**config.mk**
```make
export PLATFORM = sky130hd
export DESIGN_NAME = exec_sequencer_flat
export DESIGN_NICKNAME = d
export VERILOG_FILES = /design/src/rtl/exec_pkg.sv /design/src/rtl/exec_sequencer_if.sv /design/src/rtl/exec_channel.sv /design/src/rtl/exec_sequencer.sv /design/src/flat_wrapper.sv
export SDC_FILE = /design/constraint.sdc
export NUM_CORES = 1
export LEC_CHECK = 0
export BUFFER_PORTS_ARGS = -buffer_cell sky130_fd_sc_hd__clkbuf_2
export CAP_MARGIN = 10
export CORE_AREA = 2 2 39 41
export CTS_CLUSTER_SIZE = 8
export DETAILED_ROUTE_END_ITERATION = 6
export DIE_AREA = 0 0 41 43
export PLACE_DENSITY = 0.54
export SYNTH_ARGS = -nofsm -noshare
export SYNTH_HDL_FRONTEND = slang
export SYNTH_SLANG_ARGS = --single-unit
```
**constraint.sdc**
```tcl
create_clock -name clock -period 1.4 [get_ports clock]
set_clock_uncertainty 0.15 [all_clocks]
set_input_delay 0.14 -clock clock [delete_from_list [all_inputs] [get_ports clock]]
set_output_delay 0.14 -clock clock [all_outputs]
set_load 0.03 [all_outputs]
```
**src/rtl/exec_pkg.sv**
```systemverilog
// ----------------------------------------------------------------------------
// exec_pkg
//   Shared types and defaults for the exec sequencer. It holds the per-channel
//   state encoding and the default synchroniser depth and hold length.
//   It has no ports.
// ----------------------------------------------------------------------------
package exec_pkg;

  // Per-channel control state. The encoding is fixed so that debug probes
  // decode the same way on every build.
  typedef enum logic [1:0] {
    IDLE   = 2'd0,
    ASSERT = 2'd1,
    RUN    = 2'd2
  } exec_state_t;

  localparam int DEFAULT_SYNC_STAGES = 2;
  localparam int DEFAULT_HOLD_CYCLES = 5;

endpackage : exec_pkg

```
**src/rtl/exec_sequencer_if.sv**
```systemverilog
// ----------------------------------------------------------------------------
// exec_sequencer_if
//   Bundle between the board exec inputs and the core reset/run controls.
//   Ports (signals):
//     exec        board -> sequencer   asynchronous exec levels, one per channel
//     exec_sig    sequencer -> core    synchronised exec level
//     exec_reset  sequencer -> core    per-channel core reset
//     exec_run    sequencer -> core    channel is running
//     exec_start  sequencer -> core    one-cycle pulse on entering RUN
//     exec_stop   sequencer -> core    one-cycle pulse on leaving RUN
//     any_reset   sequencer -> core    OR of all exec_reset bits
//   Modports:
//     master  drives exec and observes the controls (board side)
//     slave   the sequencer itself
//   NUM_CH must match the NUM_CH of the exec_sequencer it connects to.
// ----------------------------------------------------------------------------
interface exec_sequencer_if #(
  parameter int NUM_CH = 1
);

  logic [NUM_CH-1:0] exec;
  logic [NUM_CH-1:0] exec_sig;
  logic [NUM_CH-1:0] exec_reset;
  logic [NUM_CH-1:0] exec_run;
  logic [NUM_CH-1:0] exec_start;
  logic [NUM_CH-1:0] exec_stop;
  logic              any_reset;

  modport master (
    output exec,
    input  exec_sig, exec_reset, exec_run, exec_start, exec_stop, any_reset
  );

  modport slave (
    input  exec,
    output exec_sig, exec_reset, exec_run, exec_start, exec_stop, any_reset
  );

endinterface : exec_sequencer_if

```
**src/rtl/exec_channel.sv**
```systemverilog
// ----------------------------------------------------------------------------
// exec_channel
//   One independent exec channel. It synchronises the asynchronous exec level
//   and detects its rising edge. It then holds the core reset until the level
//   has been high for HOLD_CYCLES consecutive cycles. After that it runs until
//   the level drops.
//   Ports:
//     clock       system clock, rising edge
//     reset       synchronous, active-high
//     exec        asynchronous exec level
//     exec_sig    synchronised exec level (last synchroniser stage)
//     exec_reset  registered core reset
//     exec_run    high while in RUN
//     exec_start  one-cycle pulse on ASSERT -> RUN
//     exec_stop   one-cycle pulse on RUN -> IDLE
//     reset_next  value exec_reset takes at the next edge. It lets the parent
//                 register an OR that stays cycle-aligned with exec_reset.
// ----------------------------------------------------------------------------
module exec_channel
  import exec_pkg::*;
#(
  parameter int SYNC_STAGES = DEFAULT_SYNC_STAGES,
  parameter int HOLD_CYCLES = DEFAULT_HOLD_CYCLES,
  parameter int CNT_W       = $clog2(HOLD_CYCLES + 1),
  parameter bit LOW_ABORT   = 1'b0
) (
  input  logic clock,
  input  logic reset,
  input  logic exec,
  output logic exec_sig,
  output logic exec_reset,
  output logic exec_run,
  output logic exec_start,
  output logic exec_stop,
  output logic reset_next
);

  localparam logic [CNT_W-1:0] HOLD_MAX = CNT_W'(HOLD_CYCLES);

  logic [SYNC_STAGES-1:0] sync;
  logic                   s;
  logic                   s_prev;
  logic                   rise;
  exec_state_t            state;
  logic [CNT_W-1:0]       cnt;

  assign s        = sync[SYNC_STAGES-1];
  assign exec_sig = s;
  assign rise     = s & ~s_prev;

  // The synchroniser is cleared on reset. A level that is already high when
  // reset releases therefore shows up as a fresh rising edge.
  always_ff @(posedge clock) begin
    // NOTE: state registers use non-blocking assignments so every flop samples
    // the pre-edge values; blocking here would collapse the sync chain.
    if (reset) begin
      sync   <= '0;
      s_prev <= 1'b0;
    end else begin
      sync   <= {sync[SYNC_STAGES-2:0], exec};
      s_prev <= s;
    end
  end

  // Control FSM with registered outputs. Pulses default low every cycle and
  // are raised only on their transition.
  always_ff @(posedge clock) begin
    if (reset) begin
      state      <= IDLE;
      cnt        <= '0;
      exec_reset <= 1'b0;
      exec_run   <= 1'b0;
      exec_start <= 1'b0;
      exec_stop  <= 1'b0;
    end else begin
      exec_start <= 1'b0;
      exec_stop  <= 1'b0;
      case (state)
        IDLE: begin
          if (rise) begin
            state      <= ASSERT;
            exec_reset <= 1'b1;
            cnt        <= CNT_W'(1);
          end
        end
        ASSERT: begin
          if (s) begin
            if (cnt == HOLD_MAX) begin
              state      <= RUN;
              exec_reset <= 1'b0;
              exec_run   <= 1'b1;
              exec_start <= 1'b1;
              cnt        <= '0;
            end else begin
              // cnt only climbs toward HOLD_MAX here, so it saturates there.
              cnt <= cnt + 1'b1;
            end
          end else if (LOW_ABORT) begin
            state      <= IDLE;
            exec_reset <= 1'b0;
            cnt        <= '0;
          end else begin
            // A dropout restarts the hold and keeps the core in reset.
            cnt <= '0;
          end
        end
        RUN: begin
          if (!s) begin
            state     <= IDLE;
            exec_run  <= 1'b0;
            exec_stop <= 1'b1;
          end
        end
        default: begin
          state      <= IDLE;
          exec_reset <= 1'b0;
          exec_run   <= 1'b0;
          cnt        <= '0;
        end
      endcase
    end
  end

  // This mirrors the exec_reset decisions above, without the reset override.
  // The parent's any_reset register applies that override itself.
  always_comb begin
    // NOTE: a default before the case keeps every path assigned, so no latch.
    reset_next = 1'b0;
    case (state)
      IDLE:    reset_next = rise;
      ASSERT:  reset_next = s ? (cnt != HOLD_MAX) : !LOW_ABORT;
      RUN:     reset_next = 1'b0;
      default: reset_next = 1'b0;
    endcase
  end

endmodule : exec_channel

```
**src/rtl/exec_sequencer.sv**
```systemverilog
// ----------------------------------------------------------------------------
// exec_sequencer
//   Multi-channel exec control between board I/O and the core reset/run
//   controls. It holds NUM_CH independent exec_channel instances and the
//   registered any_reset OR.
//   Ports:
//     clock  system clock, rising edge
//     reset  synchronous, active-high
//     bus    exec_sequencer_if.slave (exec in; exec_sig, exec_reset,
//            exec_run, exec_start, exec_stop, any_reset out)
// ----------------------------------------------------------------------------
module exec_sequencer
  import exec_pkg::*;
#(
  parameter int NUM_CH      = 1,
  parameter int SYNC_STAGES = DEFAULT_SYNC_STAGES,
  parameter int HOLD_CYCLES = DEFAULT_HOLD_CYCLES,
  parameter int CNT_W       = $clog2(HOLD_CYCLES + 1),
  parameter bit LOW_ABORT   = 1'b0
) (
  input  logic              clock,
  input  logic              reset,
  exec_sequencer_if.slave   bus
);

  logic [NUM_CH-1:0] reset_next;

  for (genvar i = 0; i < NUM_CH; i++) begin : g_ch
    exec_channel #(
      .SYNC_STAGES (SYNC_STAGES),
      .HOLD_CYCLES (HOLD_CYCLES),
      .CNT_W       (CNT_W),
      .LOW_ABORT   (LOW_ABORT)
    ) u_ch (
      .clock      (clock),
      .reset      (reset),
      .exec       (bus.exec[i]),
      .exec_sig   (bus.exec_sig[i]),
      .exec_reset (bus.exec_reset[i]),
      .exec_run   (bus.exec_run[i]),
      .exec_start (bus.exec_start[i]),
      .exec_stop  (bus.exec_stop[i]),
      .reset_next (reset_next[i])
    );
  end

  // The register is built from next-state values. This keeps it on the same
  // cycle as the exec_reset flops instead of one cycle behind them.
  always_ff @(posedge clock) begin
    if (reset) bus.any_reset <= 1'b0;
    else       bus.any_reset <= |reset_next;
  end

endmodule : exec_sequencer
```
**src/flat_wrapper.sv**
```systemverilog
// flat-port wrapper written by rule: the top's interface ports become plain ports
module exec_sequencer_flat import exec_pkg::*;
#(
  parameter int NUM_CH      = 1,
  parameter int SYNC_STAGES = DEFAULT_SYNC_STAGES,
  parameter int HOLD_CYCLES = DEFAULT_HOLD_CYCLES,
  parameter int CNT_W       = $clog2(HOLD_CYCLES + 1),
  parameter bit LOW_ABORT   = 1'b0
)
  (clock, reset, bus_exec, bus_exec_sig, bus_exec_reset, bus_exec_run, bus_exec_start, bus_exec_stop, bus_any_reset);
  exec_sequencer_if #(.NUM_CH(NUM_CH)) bus_i ();
  input  logic clock;
  input  logic reset;
  input wire logic [$bits(bus_i.exec)-1:0] bus_exec;
  output wire logic [$bits(bus_i.exec_sig)-1:0] bus_exec_sig;
  output wire logic [$bits(bus_i.exec_reset)-1:0] bus_exec_reset;
  output wire logic [$bits(bus_i.exec_run)-1:0] bus_exec_run;
  output wire logic [$bits(bus_i.exec_start)-1:0] bus_exec_start;
  output wire logic [$bits(bus_i.exec_stop)-1:0] bus_exec_stop;
  output wire logic [$bits(bus_i.any_reset)-1:0] bus_any_reset;
  assign bus_i.exec = bus_exec;
  assign bus_exec_sig = bus_i.exec_sig;
  assign bus_exec_reset = bus_i.exec_reset;
  assign bus_exec_run = bus_i.exec_run;
  assign bus_exec_start = bus_i.exec_start;
  assign bus_exec_stop = bus_i.exec_stop;
  assign bus_any_reset = bus_i.any_reset;
  exec_sequencer #(.NUM_CH(NUM_CH), .SYNC_STAGES(SYNC_STAGES), .HOLD_CYCLES(HOLD_CYCLES), .CNT_W(CNT_W), .LOW_ABORT(LOW_ABORT)) u_core (.clock(clock), .reset(reset), .bus(bus_i));
endmodule
```
; ---- Word level (Yosys, flattened, before mapping)
; Index checks and enable logic that the tools add are counted.
[word_totals]
regBits = 13
input_bits = 3
out_inout_bits = 6
wordCells = 52
[classes]
n_addsub = 1
n_eq_ne = 8
muxes = 21
bitwise_logic = 6
reduce_logical = 7
[ops]
columns = op, n
row1 = $reduce_and 4->1, 3
row2 = $mux 1, 9
row3 = $mux 3, 3
row4 = $pmux 3 s3, 1
row5 = $mux 2, 4
row6 = $ne 2x2->1 const B, 4
row7 = $pmux 1 s3, 2
row8 = $pmux 2 s3, 1
row9 = $not 1->1, 5
row10 = $add 3x1->3 const B, 1
row11 = $eq 3x3->1 const B, 1
row12 = $ne 3x3->1 const B, 1
row13 = $reduce_or 3->1, 1
row14 = $eq 2x1->1 const B, 1
row15 = $eq 2x2->1 const B, 1
row16 = $logic_not 2->1, 1
row17 = $pmux 1 s2, 1
row18 = $reduce_and 2->1, 1
row19 = $reduce_or 2->1, 1
row20 = $and 1x1->1, 1

; ---- Logic depth before layout (Yosys ltp)
[depth]
depth_word = 4
ltp_mapped = 3
depth_no_buf = 3

; ---- Cells and area by module
; A second synthesis with hierarchy kept.
[unflattened]
cells_unflattened = 49
hier_area_um2 = 510.5
[by_module_without_submodules]
columns = module, instances, cells_each, area_each_um2, seq_area_each_um2
row1 = exec_channel, 1, 47, 476.7, 240.2
row2 = exec_sequencer, 1, 2, 33.8, 20.0

; ---- Worst setup path before layout
; No wires, ideal clock.
[synth_path]
path_kind = register -> register
start = register u_core.g_ch[0].u_ch.sync[1]
end = register u_core.g_ch[0].u_ch.cnt[1]
setup_ns = 0.114
t_arrival_ns = 1.104
required_ns = 1.136
setup_slack_ns = 0.032
path_stages_with_launch = 4
path_buffers = 0
synth_period_minus_slack_ns = 1.368
cell_sequence = dfxtp_1 -> nor3b_2 -> o32ai_1 -> a21o_1
[synth_between]
elab_chain_cells = 3
word_cells_on_any_way = 5
cone_classes = eq/ne (1) / mux (2) / bitwise (1) / reduce/logical (1)
[synth_rtl]
columns = item, line
row1 = start: declaration, exec_channel.sv:40  ; logic [SYNC_STAGES-1:0] sync;
row2 = start signal: assignment, exec_channel.sv:60  ; sync <= {sync[SYNC_STAGES-2:0], exec};
row3 = $and 1x1->1, exec_channel.sv:49  ; assign rise = s & ~s_prev;
row4 = $ne 2x2->1 (no source line), --
row5 = $reduce_and 2->1 (no source line), --
row6 = end signal: assignment, exec_channel.sv:96  ; cnt <= cnt + 1'b1;
row7 = end: declaration, exec_channel.sv:45  ; logic [CNT_W-1:0] cnt;
; Parallel ways exist; a longest one is shown, timed or not.
; A chain may end at the register's enable or synchronous reset.

; ---- Final worst setup path
[layout_path]
start = register u_core.g_ch[0].u_ch.sync[1]
end = output port bus_exec_sig
[layout_rtl]
columns = item, line
row1 = end: declaration, flat_wrapper.sv:15  ; output wire logic [$bits(bus_i.exec_sig)-1:0] bus_exec_sig;
; No word-level cell between the ends.

==> impl_metrics.csv <==
group,metric,value,unit
status,status,"complete, no violations",
routing,wl_per_cell,10.7,um
grt,grt_max_degree,10,
sta,fmax,773,MHz
setup_path,crit_type,"reg -> out",
finish,nNetsFinal,68,
grt,grt_pass1_wl,1490,um
yosys,yosysTopAreaCell,"dfxtp_1",
routing,drt-initial-drc-count,8,
yosys,synth_nets,52,
finish,postLayoutCellArea,609,um^2
pwr,clockPowerShare,33.7,%
routing,dr_total_vias,400,
floorplanning,dieArea,1760,um^2
yosys,synth-simple-area-share,28.8,%
yosys,yosys-top-cells-area,"dfxtp_1 53%, nor3_1 4.1%, nand2b_1 3.8%, nor2b_1 3.8%, nand4bb_2 3.3%",
grt,grt-ovfl-total,0,
clock_tree,cts_root_buf,"clkbuf_4",
sta,fin_crit_sh,92.4,%
sta,max_slew_margin,76.8,%
sta,worst_pin_slew,346,ps
grt,track_usage,12.9,%
yosys,synth.ff_latch_count,13,
setup_path,endpoint_kind,"primary output",
sta,period_minus_slack,1290,ps
finish,fillCellCount,139,
pwr,p_switching,161,uW
floorplanning,core_area,1380,um^2
yosys,netlist.area_leader.share,53.1,%
yosys,yosys.cell_types.count,24,
sta,holdWs,51.9,ps
yosys,synth_xor_area_share,0,%
setup_path,critPathRequiredTime,1110,ps
yosys,ys_warn_count,0,
clock_tree,cts_tree,"yes",
clock_tree,cts_resized,0,
setup_path,slowest_delay,480,ps
yosys,synth_fa_ha_area_share,0,%
min_path,worstHoldPathType,"in -> reg",
yosys,syn_area,490,um^2
placed_design,placed_area,553,um^2
finish,final_core_util,44.0,%
setup_path,arrival,1000,ps
setup_path,crit_chain,"clkbuf_2",
yosys,synth_edf_count,0,
sta,rsz0062_at_grt,"no",
pwr,p_int,519,uW
floorplanning,die_h,43,um
sta,hold_violations,0,
routing,drcViolationCount,0,
pwr,leakagePower,0.000246,uW
finish,register_area,260,um^2
pwr,p_seq_share,57.8,%
clock_tree,clock_latency,270,ps
yosys,synthMuxAreaShare,0,%
routing,drt-total-wl,856,um
setup_path,crit_buf_inv,1,
yosys,synth_top_family_by_area,"simple AND/OR/NAND/NOR gates",
floorplanning,start_util,35.4,%
clock_tree,clockBufferDepth,2,
yosys,synthArstFlopShare,0,%
pwr,switching_share,23.7,%
finish,final_common_cell,"dfxtp_1",
yosys,avgSynthCellArea,10.0,um^2
pwr,power-per-cell-area,1110,nW/um^2
finish,drive_gt1_share,21.9,%
finish,multiInputGateArea,214,um^2
finish,final_cell_mix,"13 x dfxtp_1, 8 x clkbuf_2, 4 x nor3_1",
sta,setup_violations,0,
placed_design,dp_hpwl,613,um
pwr,power.total,679,uW
floorplanning,core.rowCount,14,
job,drv_cap,0,
yosys,synthCells,49,
clock_tree,htreeDepth,1,
placed_design,io_buffer_count,8,
yosys,ys_seq_area_share,53.1,%
routing,firstDrtPassIters,2,
placed_design,place.gp.congestion,0.756,
grt,grt_pass1_vias,365,
sta,tns,0,ps
floorplanning,die_w,41,um
setup_path,crit_family,"flip-flops",
routing,detail-route-antenna-nets,0,
setup_path,start_kind,"register",
routing,vias_per_cell,5.00,
finish,diodes,0,
yosys,synth-compound-area-share,14.8,%
clock_tree,cts_sinks,13,
pwr,power.share.combinational,8.5,%
clock_tree,numCtsBuffers,3,
sta,maxSlewViolCount,0,
finish,area_growth,24.2,%
grt,antenna_found_initial,0,
setup_path,cp_slowest_cell,"dfxtp_1",
setup_path,worstPathMaxFanout,8,
floorplanning,num_io_pins,9,
pwr,peakVddDrop,0.000456,V
yosys,ys.flop_type,"dfxtp_1",
clock_tree,clk_pin_slew_worst_paths,80,ps
-- worst register-to-register path: cells and delay by family, from the launching register on --
kind	cells	cell delay (ps)
AOI/OAI and AO/OA	2	320
DFF	1	480
and+or+nand+nor	1	260
-- timing repair --
item / 4_1_cts / 5_1_grt
setup buffers: 0 / 0
hold buffers: 3 / 0
hold endpoints to repair: 2 / 0
-- logic make-up after synthesis --
| kind of cell | after synthesis |
|---|---|
| flip-flops | 13 |
| buffers and inverters | 4 |
| AO/OA/AOI/OAI | 11 |
| AND/OR/NAND/NOR | 21 |
-- synth_stat cells (all sizes together) (2+ instances only) --
library cell  instances
nor2b                 3
o21ai                 2
dfxtp                13
a21o                  2
a21oi                 3
nand2b                3
nor3                  4
inv                   3
-- final cells by class --
class / instances / area share (%)
timing repair buffer: 12 / 12.7
sequential: 13 / 42.7
tap: 16 / 3.29
multi-input combinational: 32 / 35.1
clock buffer: 4 / 4.31
inverter: 3 / 1.85
-- sequential cells by signal, indices dropped and copies added (netlist names) --
| signal | cells |
|---|---|
| u_core.g_ch.u_ch.sync | 2 |
| u_core.g_ch.u_ch.exec_start | 1 |
| u_core.g_ch.u_ch.state | 2 |
| u_core.g_ch.u_ch.exec_run | 1 |
| u_core.g_ch.u_ch.exec_stop | 1 |
| u_core.g_ch.u_ch.exec_reset | 1 |
| u_core.g_ch.u_ch.s_prev | 1 |
| u_core.bus.any_reset | 1 |
| u_core.g_ch.u_ch.cnt | 3 |
-- per-layer routing --
metal	wire (um)	GRT usage [%]
met1	427	17.6
met2	382	16.6
met3	35	3.14
met4	10	10.0
met5	0	0
-- worst paths after layout --
kind	slack [ps]	startpoint	endpoint	depth (start not counted)
worst max-delay path	110	u_core.g_ch[0].u_ch.sync[1]	bus_exec_sig	1
worst min register to register	310	u_core.g_ch[0].u_ch.sync[0]	u_core.g_ch[0].u_ch.sync[1]	1
worst max register to register	110	u_core.g_ch[0].u_ch.sync[1]	u_core.g_ch[0].u_ch.cnt[1]	3
worst min-delay path	50	reset	u_core.g_ch[0].u_ch.exec_reset	3
-- metrics by stage --
stage,cells,worst slack (ps)
2_1_floorplan,49,32.3
3_3_place_gp,73,90.0
3_5_place_dp,73,117
4_1_cts,80,105
5_1_grt,80,8.41
6_report,80,106
-- power by group through the flow --
stage                     registers [uW]  logic [uW]  clock network, uW
final                                393        57.7                229
after global routing                 395        64.7                260
after CTS                            393        58.1                236
after detailed placement             401        51.4                  0
after global placement               401        51.6                  0
after floorplan                      411        25.3                  0
(Power assumes the default switching activity.)
